### src/rtl/rr_decoder_arbiter.sv
// rr_decoder_arbiter: four-way round-robin arbiter. It drives a 2-to-4 decoder through address1:address0 and enable.
// Optional forced release after TIMEOUT_CYCLES is compiled in when ARB_TIMEOUT_EN is defined.
module rr_decoder_arbiter #(
  parameter int unsigned TIMEOUT_CYCLES = 16
) (
  input  logic clk,
  input  logic reset_n,
  input  logic req0,
  input  logic req1,
  input  logic req2,
  input  logic req3,
  input  logic done,
  output logic address0,
  output logic address1,
  output logic enable,
  output logic timeout
);

  typedef enum logic {IDLE = 1'b0, GRANT = 1'b1} state_t;

  state_t     state_q, state_d;
  logic [1:0] addr_q, addr_d;
  logic [1:0] last_q, last_d;
  logic       enable_q, enable_d;
  logic [3:0] req;
  logic [1:0] pick;
  logic [1:0] idx;
  logic       tmo_hit;
  logic       release_grant;

  assign req           = {req3, req2, req1, req0};
  assign release_grant = done | tmo_hit;

  // Walk last+4 down to last+1 so the lowest offset with a request wins; last itself is the final fallback.
  always_comb begin
    pick = last_q;
    idx  = last_q;
    for (int i = 4; i >= 1; i--) begin
      idx = last_q + 2'(i);
      if (req[idx]) pick = idx;
    end
  end

  always_comb begin
    state_d  = state_q;
    addr_d   = addr_q;
    last_d   = last_q;
    enable_d = enable_q;
    case (state_q)
      IDLE: begin
        if (|req) begin
          state_d  = GRANT;
          addr_d   = pick;
          last_d   = pick;
          enable_d = 1'b1;
        end
      end
      GRANT: begin
        if (release_grant) begin
          if (|req) begin
            addr_d   = pick;
            last_d   = pick;
            enable_d = 1'b1;
          end else begin
            state_d  = IDLE;
            enable_d = 1'b0;
          end
        end
      end
      default: begin
        state_d  = IDLE;
        enable_d = 1'b0;
      end
    endcase
  end

  always_ff @(posedge clk) begin
    if (!reset_n) begin
      state_q  <= IDLE;
      addr_q   <= 2'b00;
      last_q   <= 2'b11;
      enable_q <= 1'b0;
    end else begin
      state_q  <= state_d;
      addr_q   <= addr_d;
      last_q   <= last_d;
      enable_q <= enable_d;
    end
  end

`ifdef ARB_TIMEOUT_EN
  localparam logic [7:0] TMO_LAST = 8'(TIMEOUT_CYCLES - 1);

  logic [7:0] cnt_q, cnt_d;
  logic       timeout_q, timeout_d;

  // done on the same edge wins over the timeout, so no pulse is produced then.
  assign tmo_hit = (state_q == GRANT) && !done && (cnt_q == TMO_LAST);

  always_comb begin
    cnt_d     = '0;
    timeout_d = tmo_hit;
    if (state_q == GRANT && !release_grant) cnt_d = cnt_q + 8'd1;
  end

  always_ff @(posedge clk) begin
    if (!reset_n) begin
      cnt_q     <= '0;
      timeout_q <= 1'b0;
    end else begin
      cnt_q     <= cnt_d;
      timeout_q <= timeout_d;
    end
  end

  assign timeout = timeout_q;
`else
  logic unused_timeout_cfg;
  assign unused_timeout_cfg = (TIMEOUT_CYCLES != 0);
  assign tmo_hit            = 1'b0;
  assign timeout            = 1'b0;
`endif

  assign address0 = addr_q[0];
  assign address1 = addr_q[1];
  assign enable   = enable_q;

endmodule

### config.mk
export PLATFORM = sky130hd
export DESIGN_NAME = rr_decoder_arbiter
export DESIGN_NICKNAME = d
export VERILOG_FILES = /design/src/rtl/rr_decoder_arbiter.sv
export SDC_FILE = /design/constraint.sdc
export NUM_CORES = 1
export LEC_CHECK = 0
export CORE_AREA = 4 4 41 43
export CTS_CLUSTER_DIAMETER = 30
export DETAILED_ROUTE_END_ITERATION = 6
export DIE_AREA = 0 0 45 47
export DONT_BUFFER_PORTS = 1
export SYNTH_ARGS = -nofsm -noshare
export SYNTH_HDL_FRONTEND = slang
export SYNTH_SLANG_ARGS = --single-unit
### constraint.sdc
create_clock -name clk -period 1.4 [get_ports clk]
set_clock_uncertainty 0.15 [all_clocks]
set_input_delay 0.28 -clock clk [delete_from_list [all_inputs] [get_ports clk]]
set_output_delay 0.28 -clock clk [all_outputs]
set_load 0.03 [all_outputs]
### After elaboration in Yosys (flattened, before gate mapping)

Cells that the tools add are included.

| word-level totals | value |
|---|---|
| register bits after elaboration | 6 |
| input bits | 7 |
| word-level logic and storage cells | 36 |

| operators by class | value |
|---|---|
| add/subtract/negate cells | 3 |
| order comparisons | 3 |
| equality and inequality tests | 2 |
| mux-type cells | 21 |
| bitwise logic cells | 1 |
| reduce and logical (&&, ||, !) cells | 2 |

Operators with widths:

| kind | count |
|---|---|
| $mux W2 | 7 |
| $lt A2 B3 Y1 const B | 3 |
| $pmux W2 S2 | 2 |
| $mux W1 | 7 |
| $bmux W1 S2 | 3 |
| $add A2 B2 Y2 const B | 2 |
| $ne A2 B2 Y1 const B | 2 |
| $pmux W1 S2 | 2 |
| $reduce_or A4 Y1 | 1 |
| $add A2 B1 Y2 const B | 1 |
| $reduce_and A2 Y1 | 1 |
| $not A1 Y1 | 1 |

### Depth between registers and ports, before layout

Gate-level depths: netlist of run 1.

| depth | value |
|---|---|
| depth in word-level cells | 9 |
| gate-level depth with buffers | 4 |

### Least setup slack after synthesis of run 1

No wires, ideal clock.

| timing path | value |
|---|---|
| kind | flip-flop to flip-flop |
| start | register last_q[1] |
| end | register last_q[0] |
| library setup time | 0.062 ns |
| arrival | 0.999 ns |
| required time | 1.188 ns |
| path slack | 0.189 ns |
| cell stages (with the launch flop) | 5 |
| path buffers | 0 |
| period minus slack after synthesis | 1.211 ns |
| cells stage by stage | dfxtp_1 -> nand2b_1 -> a21oi_1 -> a2111o_1 -> nand3_1 |

| on the way | value |
|---|---|
| cells in the longest elaborated chain, start to end | 9 |
| elaborated cells on any way between the ends | 15 |
| those cells by class | add/sub: 3; mux: 12 |

RTL lines:

| item | RTL line | text |
|---|---|---|
| from (decl) | 23 | `logic [1:0] last_q, last_d;` |
| from (signal assigned) | 86 | `last_q <= last_d;` |
| $add A2 B2 Y2 | 39 | `idx = last_q + 2'(i);` |
| $bmux W1 S2 | 40 | `if (req[idx]) pick = idx;` |
| $mux W1 (not written as such) | 40 |  |
| $mux W2 (2 in series) | 40 |  |
| $mux W2 * | 40 |  |
| $mux W2 * | 51, 60 |  |
| $mux W2 | 59 | `if (release_grant) begin` |
| $pmux W2 S2 * | 49 | `case (state_q)` |

Every way passes the cells marked *; elsewhere a longest branch is shown, timed or not. The select of a mux whose other input is x is not followed.
A chain may end at the register's enable or synchronous reset.

### Worst setup path after layout of run 1

Same ends and word-level chain as after synthesis.

==> results of run 1 <==
[layout make-up]
cell class                 instances  area [um^2]
tap                               15         18.8
clock buffer                       3         22.5
sequential                         6          120
fill                             140          883
timing repair buffer               2         17.5
multi-input combinational         35          239
[power breakdown]
| part | total, mW | internal [mW] | switching, mW |
|---|---|---|---|
| registers | 0.227 | 0.190 | 0.0373 |
| clock network | 0.154 | 0.0966 | 0.0570 |
| logic | 0.0762 | 0.0421 | 0.0342 |
[cells by family after synthesis]
logic type	Yosys count	share of synthesized area
buffers and inverters	1	0.0205
DFF	6	0.328
AOI/OAI and AO/OA	13	0.242
other	1	0.0102
muxes	1	0.0273
and+or+nand+nor	20	0.372
[synthesized netlist by cell type, types with 2 or more instances]
master / number / area share
nor2b_1: 4 / 0.068
dfxtp_1: 6 / 0.33
nand2b_1: 3 / 0.051
nor2_1: 2 / 0.020
nand3_1: 3 / 0.041
a21oi_1: 4 / 0.055
nand2_1: 2 / 0.020
[registers in the layout, indices dropped and copies added, names as in the netlist]
name     flops
addr_q       2
enable       1
last_q       2
state_q      1
[worst reg2reg max path: stages (launching register included)]
cell,delay (ns)
dfxtp_1,0.44
nand2b_1,0.14
a21oi_1,0.06
a2111o_1,0.37
nand3_1,0.08
[path summary, 6_finish.rpt]
| path | slack [ns] | start | endpoint | cells past startpoint |
|---|---|---|---|---|
| worst max-delay path | 0.10 | last_q[1] | last_q[0] | 4 |
| worst min-delay path | 0.02 | reset_n | enable | 1 |
| worst max register to register | 0.10 | last_q[1] | last_q[0] | 4 |
| worst min register to register | 0.39 | state_q | enable | 2 |
[per-layer routing]
layer  track usage  wire, um
met5             0         0
met4        0.0351         0
met3        0.0192        38
met2         0.107       303
met1         0.100       344
[per-stage QoR]
step	setup slack, ns	hold WS (ns)	cells	utilization
global route	0.00342	0.0128	61	0.321
detailed placement	0.125	0.207	57	0.296
CTS	0.109	0.0148	61	0.321
finish	0.101	0.0227	61	0.321
floorplan	0.189	0.202	42	-
global placement	0.112	0.205	57	0.296
==> impl_metrics.py, run 1 <==
metrics = {
    "status": {
        "status": "complete, no violations",
    },
    "flow_run": {
        "drv_cap": 0,
    },
    "clock_network": {
        "cts_tree": "yes",
        "cts_buffers": 3,
        "cts-htree-levels": 1,
        "ctsHoldBuffers": 1,
        "clock-root-buffer": "clkbuf_4",
        "clk-insertion-delay-late_ns": 0.24,
        "post_cts_resized": 0,
        "post_cts_buffers": 0,
        "path_clk_slew_ns": 0.04,
        "clockBufferDepth": 2,
        "cts.sinks": 6,
    },
    "timing": {
        "drv_slew": 0,
        "finalSetupViolCount": 0,
        "finalCritPeriodShare": 0.928,
        "rsz0062_at_grt": "false",
        "period_minus_slack_ns": 1.30,
        "final.setup.tns_ns": 0,
        "hold_viol_final": 0,
        "fmax_mhz": 770,
    },
    "die": {
        "die_w_um": 45,
        "die_h_um": 47,
        "core-area_um2": 1300,
        "dieArea_um2": 2120,
        "num_rows": 13,
        "ios": 11,
        "start_util": 0.282,
    },
    "detailed_routing": {
        "drc": 0,
        "via_per_inst": 5.00,
        "ant_nets": 0,
        "first_pass_iters": 2,
        "num_vias": 305,
        "wire_per_inst_um": 11.3,
        "routed_wl_um": 687,
        "drtIter0Drc": 5,
    },
    "final_layout": {
        "nets": 55,
        "layout-drive-gt1-share": 0.130,
        "final_area_um2": 418,
        "mostFrequentLayoutCells": "dfxtp_1 (6), nor2b_1 (4), a21oi_1 (4)",
        "final_common_cell": "dfxtp_1",
        "diodes": 0,
        "area_delta_synth_final_pct": 14.0,
    },
    "logic_synthesis": {
        "synth-edff-count": 0,
        "async_reset_ff_frac": 0,
        "netlist_instances": 42,
        "synth_warnings": 0,
        "synth_area_per_cell_um2": 8.73,
        "synth-seq-area-share": 0.328,
        "syn_nets": 49,
        "netlist-cell-type-count": 25,
        "synthFlopType": "dfxtp_1",
        "ys_ff_latch": 6,
        "netlist_area_um2": 367,
    },
    "power": {
        "p_total_mw": 0.457,
        "peakVddDrop_mv": 0.480,
        "power.density_nw_per_um2": 1090,
        "p_leak_nw": 0.165,
    },
    "critical_path": {
        "critPathMaxStageDelay_ns": 0.44,
        "slowest_stage": "dfxtp_1",
        "crit_type": "reg2reg",
        "arrival_ns": 1.33,
        "cp_max_fo": 8,
        "cp-end-kind": "register",
        "startpoint_type": "register",
        "crit_chain": "nand2b_1, a21oi_1, a2111o_1, nand3_1",
        "crit_buf_inv": 0,
        "crit_required_ns": 1.43,
        "cpLargestDelayFamily": "flip-flops",
    },
    "global_route": {
        "antenna_found_initial": 0,
        "grt_max_degree": 9,
        "grt_pass1_vias": 299,
        "grt_overflow_total": 0,
        "grt_pass1_wl_um": 1150,
        "grt_usage": 0.0735,
    },
    "worst_hold_path": {
        "hp-class": "in2reg",
    },
    "placement": {
        "place_area_um2": 385,
        "place_congestion": 0.664,
        "port_buffers": 0,
        "place_hpwl_um": 542,
    },
}
Note: power is estimated with default switching activity, not from simulation.
==> run 2: changes to the inputs <==
==> constraint.sdc (replaced) <==
create_clock -name clk -period 1.25 [get_ports clk]
set_clock_uncertainty 0.15 [all_clocks]
set_input_delay 0.25 -clock clk [delete_from_list [all_inputs] [get_ports clk]]
set_output_delay 0.25 -clock clk [all_outputs]
set_load 0.03 [all_outputs]
==> run 2 against run 1 <==
Clock power rose by 14%. Clock-buffer cell count stayed put. Sequential cell count stayed put. Global-route usage rose by 0.87 points. Die area stayed put. Total power up 18%. Combinational power grew 43%. Via count rose by 7.5%. Critical path type unchanged. Non-clock buffer count increased by 3. Final cell count rose by 4.9%.
==> impl_metrics.py, run 2 (synthesis gave the netlist of run 1 again) <==
metrics = {
    "detailed_routing": {
        "num_vias": 328,
        "drc": 0,
        "ant_nets": 0,
        "via_per_inst": 5.13,
        "drtIter0Drc": 5,
        "wire_per_inst_um": 13.2,
        "routed_wl_um": 844,
        "first_pass_iters": 4,
    },
    "critical_path": {
        "arrival_ns": 1.18,
        "cp-end-kind": "register",
        "crit_type": "reg2reg",
        "cp_max_fo": 4,
        "startpoint_type": "register",
        "crit_required_ns": 1.22,
    },
    "final_layout": {
        "final_core_util": 0.357,
        "mostFrequentLayoutCells": "dfxtp_1 (4), buf_4 (4)",
        "diodes": 0,
        "layout-drive-gt1-share": 0.306,
        "area_delta_synth_final_pct": 26.6,
        "top_regs": "addr_q: 2 flops, last_q: 2 flops",
        "fillers": 148,
        "nets": 58,
    },
    "clock_network": {
        "clockBufferDepth": 2,
        "cts-htree-levels": 1,
        "cts_buffers": 3,
        "cts_tree": "yes",
        "post_cts_buffers": 0,
        "cts.sinks": 6,
        "path_clk_slew_ns": 0.04,
        "clock-root-buffer": "clkbuf_4",
        "clk-insertion-delay-late_ns": 0.24,
    },
    "global_route": {
        "grt_pass1_vias": 313,
        "grt_overflow_total": 0,
        "grt_pass1_wl_um": 1260,
        "grt_max_degree": 8,
        "antenna_found_initial": 0,
        "grt_usage": 0.0822,
    },
    "die": {
        "die_w_um": 45,
        "ios": 11,
        "die_h_um": 47,
        "start_util": 0.282,
        "dieArea_um2": 2120,
        "core-area_um2": 1300,
        "num_rows": 13,
    },
    "placement": {
        "place_ws_ns": -0.0267,
        "place_hpwl_um": 590,
        "port_buffers": 0,
        "place_congestion": 0.635,
    },
    "power": {
        "swShare": 0.287,
        "power.switching_mw": 0.155,
        "p_seq_frac": 0.474,
        "p_comb_frac": 0.202,
        "p_leak_nw": 0.190,
        "power.density_nw_per_um2": 1160,
        "peakVddDrop_mv": 0.563,
        "clkPwrFrac": 0.323,
        "intPower_mw": 0.385,
    },
    "timing": {
        "fmax_mhz": 821,
        "finalCritPeriodShare": 0.974,
        "hold_viol_final": 0,
        "drv_slew": 0,
        "fin_ws_ns": 0.0323,
        "period_minus_slack_ns": 1.22,
        "finalSetupViolCount": 0,
    },
    "worst_hold_path": {
        "hp-class": "in2reg",
    },
    "status": {
        "status": "complete, no violations",
    },
    "flow_run": {
        "drv_cap": 0,
    },
}
-- run 2: critical path: stages (launching register included) --
cell and delay, ns:
dfxtp_1 0.30, nand2b_1 0.09, buf_4 0.12, nand2b_4 0.06
o31ai_2 0.26, nand3_1 0.09
-- run 2: power by group through the flow --
stage / sequential [mW] / combinational, mW / clock (mW)
4_1_cts: 0.254 / 0.0996 / 0.188
6_report: 0.256 / 0.109 / 0.175
5_1_grt: 0.261 / 0.121 / 0.196
2_1_floorplan: 0.252 / 0.0732 / 0
3_5_place_dp: 0.257 / 0.0954 / 0
3_3_place_gp: 0.256 / 0.0946 / 0
-- run 2: area by class of cell --
cell class                      count  area [um^2]  area share
Multi-Input combinational cell     35          258       0.555
Sequential cell                     6          125       0.270
Clock buffer                        3         22.5      0.0485
Tap cell                           15         18.8      0.0404
Timing Repair Buffer                5         40.0      0.0863
-- run 2: final timing paths --
check | startpoint | end | slack [ns] | cells after the start
setup / recovery | state_q | last_q[0] | 0.03 | 5
hold / removal | reset_n | state_q | 0.01 | 1
setup reg to reg | state_q | last_q[0] | 0.03 | 5
hold reg to reg | state_q | state_q | 0.39 | 2
-- run 2: repair_timing --
item,4_1_cts,5_1_grt
endpoints found under the setup margin,1,4
hold endpoints to repair,4,0
hold buffers,1,0
resized for setup,1,6
pin swaps,0,1
-- run 2: metrics by stage --
stage / instance area, um^2 / TNS [ns] / cells / power, mW / hold slack, ns
finish: 464 / 0 / 64 / 0.541 / 0.0137
global route: 464 / -0.0424 / 64 / 0.577 / 0.0107
CTS: 442 / 0 / 64 / 0.542 / 0.00357
detailed placement: 408 / -0.0463 / 60 / 0.352 / 0.177
global placement: 408 / -0.0393 / 60 / 0.351 / 0.174
floorplan: 367 / 0 / 42 / 0.326 / 0.172
-- run 2: per-layer routing --
metal,vias to the layer above,GRT usage,wire (um)
li1,169,-,-
met1,150,0.103,382
met2,9,0.121,403
met3,0,0.0268,58
met4,0,0.0526,0
met5,-,0,0
